File: config.mk
export PLATFORM = sky130hd
export DESIGN_NAME = clock_div_multi
export DESIGN_NICKNAME = d
export VERILOG_FILES = /design/src/rtl/clock_div_pkg.sv /design/src/rtl/clock_div_chan.sv /design/src/rtl/clock_div_multi.sv
export SDC_FILE = /design/constraint.sdc
export NUM_CORES = 1
export LEC_CHECK = 0
export CORE_MARGIN = 1.5
export CORE_UTILIZATION = 69
export CTS_BUF_LIST = sky130_fd_sc_hd__clkbuf_4 sky130_fd_sc_hd__clkbuf_8
export DETAILED_ROUTE_END_ITERATION = 10
export GPL_TIMING_DRIVEN = 0
export PLACE_DENSITY = 0.95
export SLEW_MARGIN = 40
export SYNTH_ARGS = -nofsm -noshare
export SYNTH_HDL_FRONTEND = slang
export SYNTH_SLANG_ARGS = --single-unit
File: constraint.sdc
create_clock -name clk_in -period 15.1 [get_ports clk_in]
set_input_delay 3.02 -clock clk_in [delete_from_list [all_inputs] [get_ports clk_in]]
set_output_delay 3.02 -clock clk_in [all_outputs]
set_load 0.02 [all_outputs]
File: src/rtl/clock_div_pkg.sv
// Shared definitions for the multi-channel clock divider: channel state
// encoding, reset defaults and a helper for the channel-select width.
package clock_div_pkg;

    typedef enum logic {
        CH_IDLE = 1'b0,
        CH_RUN  = 1'b1
    } chan_state_t;

    // Ratio/high-time loaded into every channel while reset is low.
    localparam int DEFAULT_RST_RATIO = 2;
    localparam int DEFAULT_RST_HIGH  = 1;

    // Width of the channel-select field; never narrower than one bit.
    function automatic int chan_sel_width(input int n);
        return (n > 1) ? $clog2(n) : 1;
    endfunction

endpackage

File: src/rtl/clock_div_chan.sv
// One divider channel: IDLE/RUN state, period counter, active and shadow
// ratio/high-time registers. Outputs are registered from next-state values.
module clock_div_chan
    import clock_div_pkg::*;
#(
    parameter int W         = 16,
    parameter int RST_RATIO = DEFAULT_RST_RATIO,
    parameter int RST_HIGH  = DEFAULT_RST_HIGH
) (
    input  logic         clk_in,
    input  logic         reset,
    input  logic         en,
    input  logic         wr,
    input  logic [W-1:0] wr_ratio,
    input  logic [W-1:0] wr_high,
    output logic         clk_out,
    output logic         tick,
    output logic         busy
);

    localparam logic [W-1:0] RATIO_INIT = W'(RST_RATIO);
    localparam logic [W-1:0] HIGH_INIT  = W'(RST_HIGH);
    localparam logic [W-1:0] ONE        = W'(1);
    localparam logic [W-1:0] TWO        = W'(2);

    chan_state_t  state_q, state_d;
    logic [W-1:0] cnt_q, cnt_d;
    logic [W-1:0] ratio_q, ratio_d;
    logic [W-1:0] high_q, high_d;
    logic [W-1:0] sh_ratio_q, sh_ratio_d;
    logic [W-1:0] sh_high_q, sh_high_d;
    logic         busy_q, busy_d;
    logic         clk_out_q, clk_out_d;
    logic         tick_q, tick_d;
    logic         at_wrap;
    logic         apply;
    logic         run_ok;

    // Next-state: shadow hand-over at period end (or at once when idle),
    // then run/stop decision against the ratio that will be active.
    always_comb begin
        at_wrap = (state_q == CH_RUN) && (cnt_q >= ratio_q - ONE);
        apply   = busy_q && ((state_q == CH_IDLE) || at_wrap);

        ratio_d = apply ? sh_ratio_q : ratio_q;
        high_d  = apply ? sh_high_q  : high_q;
        run_ok  = en && (ratio_d >= TWO);

        state_d = state_q;
        cnt_d   = cnt_q;
        case (state_q)
            CH_IDLE: begin
                cnt_d = '0;
                if (run_ok) begin
                    state_d = CH_RUN;
                end
            end
            CH_RUN: begin
                if (!run_ok) begin
                    state_d = CH_IDLE;
                    cnt_d   = '0;
                end else if (at_wrap) begin
                    cnt_d = '0;
                end else begin
                    cnt_d = cnt_q + ONE;
                end
            end
            default: begin
                state_d = CH_IDLE;
                cnt_d   = '0;
            end
        endcase

        // A write can only arrive while nothing is pending, so it never
        // races with apply; it is picked up at the next qualifying edge.
        sh_ratio_d = wr ? wr_ratio : sh_ratio_q;
        sh_high_d  = wr ? wr_high  : sh_high_q;
        busy_d     = wr ? 1'b1 : (busy_q && !apply);

        tick_d    = (state_d == CH_RUN) && (cnt_d == '0);
        clk_out_d = (state_d == CH_RUN) && (cnt_d < high_d);
    end

    // State registers with asynchronous active-low clear to reset defaults.
    always_ff @(posedge clk_in or negedge reset) begin
        if (!reset) begin
            state_q    <= CH_IDLE;
            cnt_q      <= '0;
            ratio_q    <= RATIO_INIT;
            high_q     <= HIGH_INIT;
            sh_ratio_q <= RATIO_INIT;
            sh_high_q  <= HIGH_INIT;
            busy_q     <= 1'b0;
            clk_out_q  <= 1'b0;
            tick_q     <= 1'b0;
        end else begin
            state_q    <= state_d;
            cnt_q      <= cnt_d;
            ratio_q    <= ratio_d;
            high_q     <= high_d;
            sh_ratio_q <= sh_ratio_d;
            sh_high_q  <= sh_high_d;
            busy_q     <= busy_d;
            clk_out_q  <= clk_out_d;
            tick_q     <= tick_d;
        end
    end

    assign clk_out = clk_out_q;
    assign tick    = tick_q;
    assign busy    = busy_q;

endmodule

File: src/rtl/clock_div_multi.sv
// NCH independent programmable clock dividers sharing one configuration
// port. A write to a channel with a pending update is held off; writes to
// non-existent channels are accepted and dropped.
module clock_div_multi
    import clock_div_pkg::*;
#(
    parameter int NCH       = 4,
    parameter int W         = 16,
    parameter int RST_RATIO = DEFAULT_RST_RATIO,
    parameter int RST_HIGH  = DEFAULT_RST_HIGH
) (
    input  logic                             clk_in,
    input  logic                             reset,
    input  logic [NCH-1:0]                   en,
    input  logic                             cfg_valid,
    output logic                             cfg_ready,
    input  logic [chan_sel_width(NCH)-1:0]   cfg_ch,
    input  logic [W-1:0]                     cfg_ratio,
    input  logic [W-1:0]                     cfg_high,
    output logic [NCH-1:0]                   clk_out,
    output logic [NCH-1:0]                   tick,
    output logic [NCH-1:0]                   busy
);

    localparam int CHW = chan_sel_width(NCH);

    logic [NCH-1:0] sel;
    logic [NCH-1:0] wr;

    // Ready unless the addressed channel already holds a pending update;
    // an out-of-range cfg_ch selects nothing and is always ready.
    assign cfg_ready = ~|(sel & busy);

    genvar gi;
    generate
        for (gi = 0; gi < NCH; gi++) begin : g_chan
            assign sel[gi] = (cfg_ch == CHW'(gi));
            assign wr[gi]  = cfg_valid & cfg_ready & sel[gi];

            clock_div_chan #(
                .W         (W),
                .RST_RATIO (RST_RATIO),
                .RST_HIGH  (RST_HIGH)
            ) u_chan (
                .clk_in   (clk_in),
                .reset    (reset),
                .en       (en[gi]),
                .wr       (wr[gi]),
                .wr_ratio (cfg_ratio),
                .wr_high  (cfg_high),
                .clk_out  (clk_out[gi]),
                .tick     (tick[gi]),
                .busy     (busy[gi])
            );
        end
    endgenerate

endmodule

==> results.md, run 1 <==
- Max-Cap Viols: 0
- R2r endpoint: g_chan[2].u_chan.clk_out
- Hold path cells: 1
- Via density per instance: about 6.6
- Vias in the first global route: ~14000
- Final Hold Fails: 0
- Std-Cell Rows: 58
- Initial DRT Pass Iterations: 5
- DR vias: between 10000 and 15000
- Cell variety after synth: 66
- IO Pins: 54
- Max VDD drop: approximately 0.12 mV
- Power per cell area: between 150 and 200 nW/µm²
- DP HPWL: between 30000 and 40000 µm
- Post-CTS resize count: 0
- Share of layout cells above drive strength 1: 13.1%
- Hold crit path type: flop to flop
- Buf/Inv on CP: 3
- Die X: ~160 µm
- Worst R2R Setup Slack: 8670 ps
- Slew headroom: approximately half
- Crit-path most repeated cell: clkdlybuf4s50_1
- Post-placement cell area: around 19000 µm²
- Worst slew pin tran: a little under 800 ps
- Reg2Reg Depth: 20
- Mapped Nets: 1739
- Critical path launch point type: input pin
- Final Setup Violations: 0
- Gr ovfl total: 0
- Min Tclk post-route: approximately 7900 ps
- Cell Area, Synth: around 18000 µm²
- Top Usage Layer GRT: met2
- Seq/Total Area, Yosys: a little under half
- CP Max Fanout: 5
- Largest cells by area after synthesis: dfrtp_1 (45%), ha_1 (9.3%), mux2_1 (8.2%)
- CTS tree: done
- Post-route design area: between 15000 and 20000 µm²
- Area growth from synthesis to layout: 12.9%
- ANT nets after route: 0
- Number of synthesized register bits: 336
- Syn Inst Count: roughly 1600
- CP endpoint kind: output pin
- Slowest CP cell: clkdlybuf4s50_1
- Initial antenna violation count: 6
- Fin. max-slew vios: 0
- Die height: roughly 160 µm
- Setup_tns: 0 ps
- Post-synth EDFFs: 0
- Fin cells: a little over 2000
- Post-Route Utilization: ~80%
- GPL Wtd Cong: 0.922
- TritonCTS buffer count: 53
- Met1 usage: 44.6%
- Ys Warns: 0
- Met2 usage: about 63%
- Met3 Usage GRT: 8.35%
- Largest net degree at the start of global routing: 82
- Synth area leader: dfrtp_1
- Clock root buffer: clkbuf_8
- CTS Sinks: 336
- Hold Path End: g_chan[1].u_chan.sh_high_q[15]
- DRC viols: 0
- Prevailing post-synth register cell: dfrtp_1
- Outcome: complete, no violations
- Final period util: between 50% and 60%
- Max Fclk: 126 MHz
- Top cell type's share of synthesized area: between 40% and 50%
- Post-Syn Area per Cell: 11.3 µm²
- Worst skew pair latency: between 600 and 700 ps
- # diodes: 0
- CTS HTree Levels: 2
- CP Data Required Time: around 12000 ps
- Cells after DPL: approximately 2000
- Post-CTS Setup Repair Bufs: 0
- Clock-pin slew on the worst setup and hold paths: around 60 ps
- First DRT Iteration DRCs: around 1300
- Port buffer count: 53
- FF-to-FF Start: g_chan[2].u_chan.ratio_q[3]
- Crit path max-delay family: buffers and inverters
- CP peak stage delay: around 640 ps
- Worst hold slack: around 490 ps
- Setup CP Type: input pin to output pin
- CTS Hold Bufs: 0
- Ys async rst share: between 90% and 100%
- Fillers: ~1400
- WP data arrival: around 4900 ps
- Worst-path cell chain: clkdlybuf4s50_1, mux4_2, inv_1, clkdlybuf4s50_1
- Clk buf depth: 3
- Pleak: around 9 nW
- Routed wire per std cell: 23.6 µm
- Total global-route track usage: ~38%
- Detailed Route WL: ~49000 µm
- NumNets Final: roughly 1900
- Core area: about 25000 µm²
- RSZ-0062 raised after global routing: no
- Hold Path Origin: g_chan[1].u_chan.sh_high_q[15]
- Clock skew: approximately 29 ps
- First-pass GRT wire length: roughly 76000 µm
- Die ar.: between 20000 and 30000 µm²
- Initial Utilization: a little over two thirds
==> routing by layer <==
metal	routed length [µm]	share of wire [%]
met2	23600	49
met1	17800	37
met4	3010	6.2
met5	40	0.082
met3	4090	8.4
==> worst max path at each step <==
stage / startpoint / end / slack [ps] / cells after the start
2_1_floorplan: cfg_ch[1] / cfg_ready / 8440 / 2
3_3_place_gp: reset / g_chan[0].u_chan.cnt_q[13] / -2760 / 1
3_5_place_dp: cfg_ch[1] / cfg_ready / 7280 / 4
4_1_cts: cfg_ch[1] / cfg_ready / 7200 / 4
5_1_grt: cfg_ch[1] / cfg_ready / 7140 / 4
6_report: cfg_ch[1] / cfg_ready / 7180 / 4
==> cell usage in the layout (no fill, tap or decap), types with 13 or more instances in the layout <==
| cell type | n |
|---|---|
| a21oi_1 | 40 |
| and3_1 | 13 |
| clkbuf_1 | 34 |
| clkbuf_4 | 20 |
| clkbuf_8 | 69 |
| clkdlybuf4s50_1 | 52 |
| dfrtp_1 | 320 |
| dfstp_2 | 16 |
| ha_1 | 132 |
| inv_1 | 76 |
| mux2_1 | 128 |
| mux2_2 | 68 |
| mux2i_1 | 62 |
| nand2_1 | 63 |
| nand3_1 | 41 |
| nand4_1 | 37 |
| nor2_1 | 123 |
| nor3_1 | 46 |
| nor4_1 | 25 |
| o21ai_0 | 35 |
| o21ai_1 | 13 |
| xnor2_1 | 69 |
| xor2_1 | 46 |
==> layout make-up <==
cell class	instances	area, µm²	share of cell area [%]
inverter	88	330	1.65
clock buffer	89	1100	5.51
sequential	336	8430	42.2
multi-input combinational	1089	8680	43.5
timing repair buffer	58	651	3.26
tap	330	413	2.07
buffer	53	254	1.27
clock inverter	9	101	0.508
==> stage by stage <==
step           power (mW)  setup slack [ps]
5_1_grt              3.33              7140
6_report             3.18              7180
3_3_place_gp         2.15             -2760
4_1_cts              3.16              7200
3_5_place_dp         2.24              7280
2_1_floorplan        1.93              8440
==> Yosys cell counts, drive strengths merged (26+ instances only) <==
cell,number
dfrtp,320
mux2,197
ha,132
nor2,123
inv,88
xnor2,69
nand2,63
mux2i,62
o21ai,48
nor3,47
xor2,46
nand3,41
a21oi,40
nand4,37
clkbuf,35
nor4,26
==> power breakdown <==
part	total [mW]	switching, mW	internal [mW]
combinational	0.907	0.504	0.402
clock	0.861	0.369	0.493
sequential	1.41	0.235	1.18
==> kinds of logic (layout without fill, tap and decap cells) <==
family          Yosys count  count (layout)  synth area share [%]
compound gates          158             158                  5.64
mux                     260             260                  16.2
buf+inv                 141             297                  3.30
simple gates            423             423                  12.1
fa+ha+maj               133             133                  9.40
xor+xnor                115             115                  5.70
flops                   336             336                  47.7
==> state kept, by name, summed over array words and instances, names as in the netlist <==
signal	count
g_chan.u_chan.state_q	4
g_chan.u_chan.high_q	64
g_chan.u_chan.busy	4
g_chan.u_chan.sh_ratio_q	64
g_chan.u_chan.clk_out	4
g_chan.u_chan.tick	4
g_chan.u_chan.cnt_q	64
g_chan.u_chan.ratio_q	64
g_chan.u_chan.sh_high_q	64
Power figures use the tool's default switching activity.
==> run 2: changes to the inputs <==
--- a/config.mk
+++ b/config.mk
@@ -6,11 +6,11 @@
 export NUM_CORES = 1
 export LEC_CHECK = 0
 export CORE_MARGIN = 1.5
-export CORE_UTILIZATION = 69
+export CORE_UTILIZATION = 64
 export CTS_BUF_LIST = sky130_fd_sc_hd__clkbuf_4 sky130_fd_sc_hd__clkbuf_8
 export DETAILED_ROUTE_END_ITERATION = 10
 export GPL_TIMING_DRIVEN = 0
-export PLACE_DENSITY = 0.95
+export PLACE_DENSITY = 0.91
 export SLEW_MARGIN = 40
 export SYNTH_ARGS = -nofsm -noshare
 export SYNTH_HDL_FRONTEND = slang
==> constraint.sdc (replaced) <==
create_clock -name clk_in -period 7.4 [get_ports clk_in]
set_input_delay 1.48 -clock clk_in [delete_from_list [all_inputs] [get_ports clk_in]]
set_output_delay 1.48 -clock clk_in [all_outputs]
set_load 0.02 [all_outputs]
==> results.md, run 2 (same netlist as run 1, synthesis figures left out) <==
- Outcome: complete, no violations (unchanged)
- Post-CTS Setup Repair Bufs: 0 (unchanged)
- Area growth from synthesis to layout: 12.9% (unchanged)
- Fin. max-slew vios: 0 (unchanged)
- Setup CP Type: flop to flop (was input pin to output pin)
- First-pass GRT wire length: 70400 µm (was 76200 µm)
- Hold crit path type: flop to flop (unchanged)
- CTS HTree Levels: 2 (unchanged)
- Via density per instance: 6.33 (was 6.58)
- Core area: 27000 µm² (was 25200 µm²)
- Final Setup Violations: 0 (unchanged)
- DR WL met2: 20700 µm (was 23600 µm)
- NumNets Final: 1853 (was 1852)
- IO Pins: 54 (unchanged)
- DRC viols: 0 (unchanged)
- Pleak: 9.13 nW (about the same)
- RSZ-0062 raised after global routing: no (unchanged)
- PnR Total Power: 6.29 mW (was 3.18 mW)
- CTS Sinks: 336 (unchanged)
- Initial DRT Pass Iterations: 5 (unchanged)
- Total global-route track usage: 31.8% (was 37.7%)
- Pre-CTS WS: 1380 ps (was 7280 ps)
- Die height: 169 µm (was 163 µm)
- Final worst setup slack: 1270 ps (was 7180 ps)
- Worst hold slack: 489 ps (was 485 ps)
- Critical path launch point type: flop (was input pin)
- Clk buf depth: 3 (unchanged)
- Worst skew pair latency: 600 ps (was 610 ps)
- Final period util: 82.8%
- Commonest non-fill, non-tap cell in the layout: dfrtp_1 (unchanged)
- Max Fclk: around 160 MHz
- Max VDD drop: 0.210 mV (was 0.118 mV)
- Met3 Routed Length: 3770 µm (was 4090 µm)
- First DRT Iteration DRCs: 1006 (was 1312)
- CP Max Fanout: 10 (was 5)
- Cells after DPL: 1966 (was 1954)
- Share of layout cells above drive strength 1: 13.2% (was 13.1%)
- Die X: 169 µm (was 163 µm)
- TritonCTS buffer count: 53 (unchanged)
- ANT nets after route: 0 (unchanged)
- Clock root buffer: clkbuf_8 (unchanged)
- Fin cells: 2066 (was 2052)
- Initial antenna violation count: 5 (was 6)
- Largest net degree at the start of global routing: 78 (was 82)
- Slew headroom: 47.5% (was 48.7%)
- Final Hold Fails: 0 (unchanged)
- Std-Cell Rows: 60 (was 58)
- CP endpoint kind: flop (was output pin)
- Met1 WL: 17600 µm (was 17800 µm)
- Die ar.: 28600 µm² (was 26600 µm²)
- Min Tclk post-route: between 6000 and 7000 ps
- Routed wire per std cell: 21.5 µm (was 23.6 µm)
- DR vias: 13100 (was 13500)
- Post-CTS resize count: 0 (unchanged)
- CTS Hold Bufs: 0 (unchanged)
- Fillers: 1691 (was 1354)
- Post-placement cell area: 18800 µm² (about the same)
- Vias in the first global route: 13500 (was 14200)
- DP HPWL: 31000 µm (was 31800 µm)
- Post-route design area: 20000 µm² (unchanged)
- GPL Wtd Cong: 0.893 (was 0.922)
- Gr ovfl total: 0 (unchanged)
- CTS tree: done (unchanged)
- Top sig layer: met4 (was met5)
- CP Data Required Time: 7930 ps (was 12080 ps)
- Initial Utilization: 65.4% (was 70.2%)
- Port buffer count: 53 (unchanged)
- Clock skew: 12.4 ps (was 29.3 ps)
- Detailed Route WL: 44400 µm (was 48500 µm)
- WP data arrival: 6660 ps (was 4900 ps)
- Max-Cap Viols: 0 (unchanged)
- Worst slew pin tran: 787 ps (was 770 ps)
- Power per cell area: 315 nW/µm² (was 159 nW/µm²)
- Clock-pin slew on the worst setup and hold paths: 60 ps (about the same)
- Most frequent cells in the layout: dfrtp_1 (320), ha_1 (132), mux2_1 (128) (unchanged)
## run 2: cell types whose count changed in the layout (fill, tap and decap cells not counted)
cell,delta
clkbuf_4,-6
clkinv_2,+7
bufinv_16,-2
clkinvlp_4,+1
diode_2,+1
clkbuf_8,+2
buf_16,+1
clkinv_4,-1
## run 2: area by class of cell
class                      instances  area, µm²  area share [%]
clock inverter                    14       75.1           0.376
tap                              341        427            2.14
inverter                          88        330            1.65
antenna                            1       2.50          0.0125
timing repair buffer              59        678            3.40
sequential                       336       8430            42.2
clock buffer                      85       1080            5.42
buffer                            53        254            1.27
multi-input combinational       1089       8680            43.5
## run 2: metal layers
metal / up-vias / track usage (%)
met5: - / 0
met4: 0 / 16.4
met3: 185 / 6.93
met2: 627 / 51.5
met1: 6440 / 40.4
li1: 5819 / -
## run 2: where the power goes
group          switching (mW)  internal (mW)
Combinational           0.959          0.815
Clock                   0.750          0.928
Sequential              0.436           2.40
## run 2: worst paths after layout
check,slack [ps],cells past startpoint,end,from
hold / removal,490,1,g_chan[0].u_chan.sh_high_q[6],g_chan[0].u_chan.sh_high_q[6]
setup / recovery,1270,20,g_chan[2].u_chan.clk_out,g_chan[2].u_chan.ratio_q[3]
min in group asynchronous,660,1,g_chan[3].u_chan.ratio_q[6],reset
max in group asynchronous,5420,4,g_chan[1].u_chan.sh_high_q[0],reset
setup reg to reg,1270,20,g_chan[2].u_chan.clk_out,g_chan[2].u_chan.ratio_q[3]
hold reg to reg,490,1,g_chan[0].u_chan.sh_high_q[6],g_chan[0].u_chan.sh_high_q[6]
## run 2: metrics by stage
step / TNS, ps / util, %
CTS: 0 / 73.8
floorplan: 0 / -
global route: 0 / 73.9
detailed placement: 0 / 69.5
global placement: -2942020 / 69.0
finish: 0 / 73.9
## run 2: worst max-delay path: stages (launching register included)
cell	delay, ps
dfrtp_1	420
or3_1	420
nor3_1	450
nand3_1	310
nor4_1	360
xnor2_1	140
ha_1	320
nand4_1	180
or4_1	530
or4_1	470
a31o_1	270
buf_6	140
clkbuf_1	330
mux2i_1	380
ha_1	300
a21oi_1	180
nor2b_1	70
o21ai_1	150
nand2b_1	90
a221oi_1	280
and4_1	260
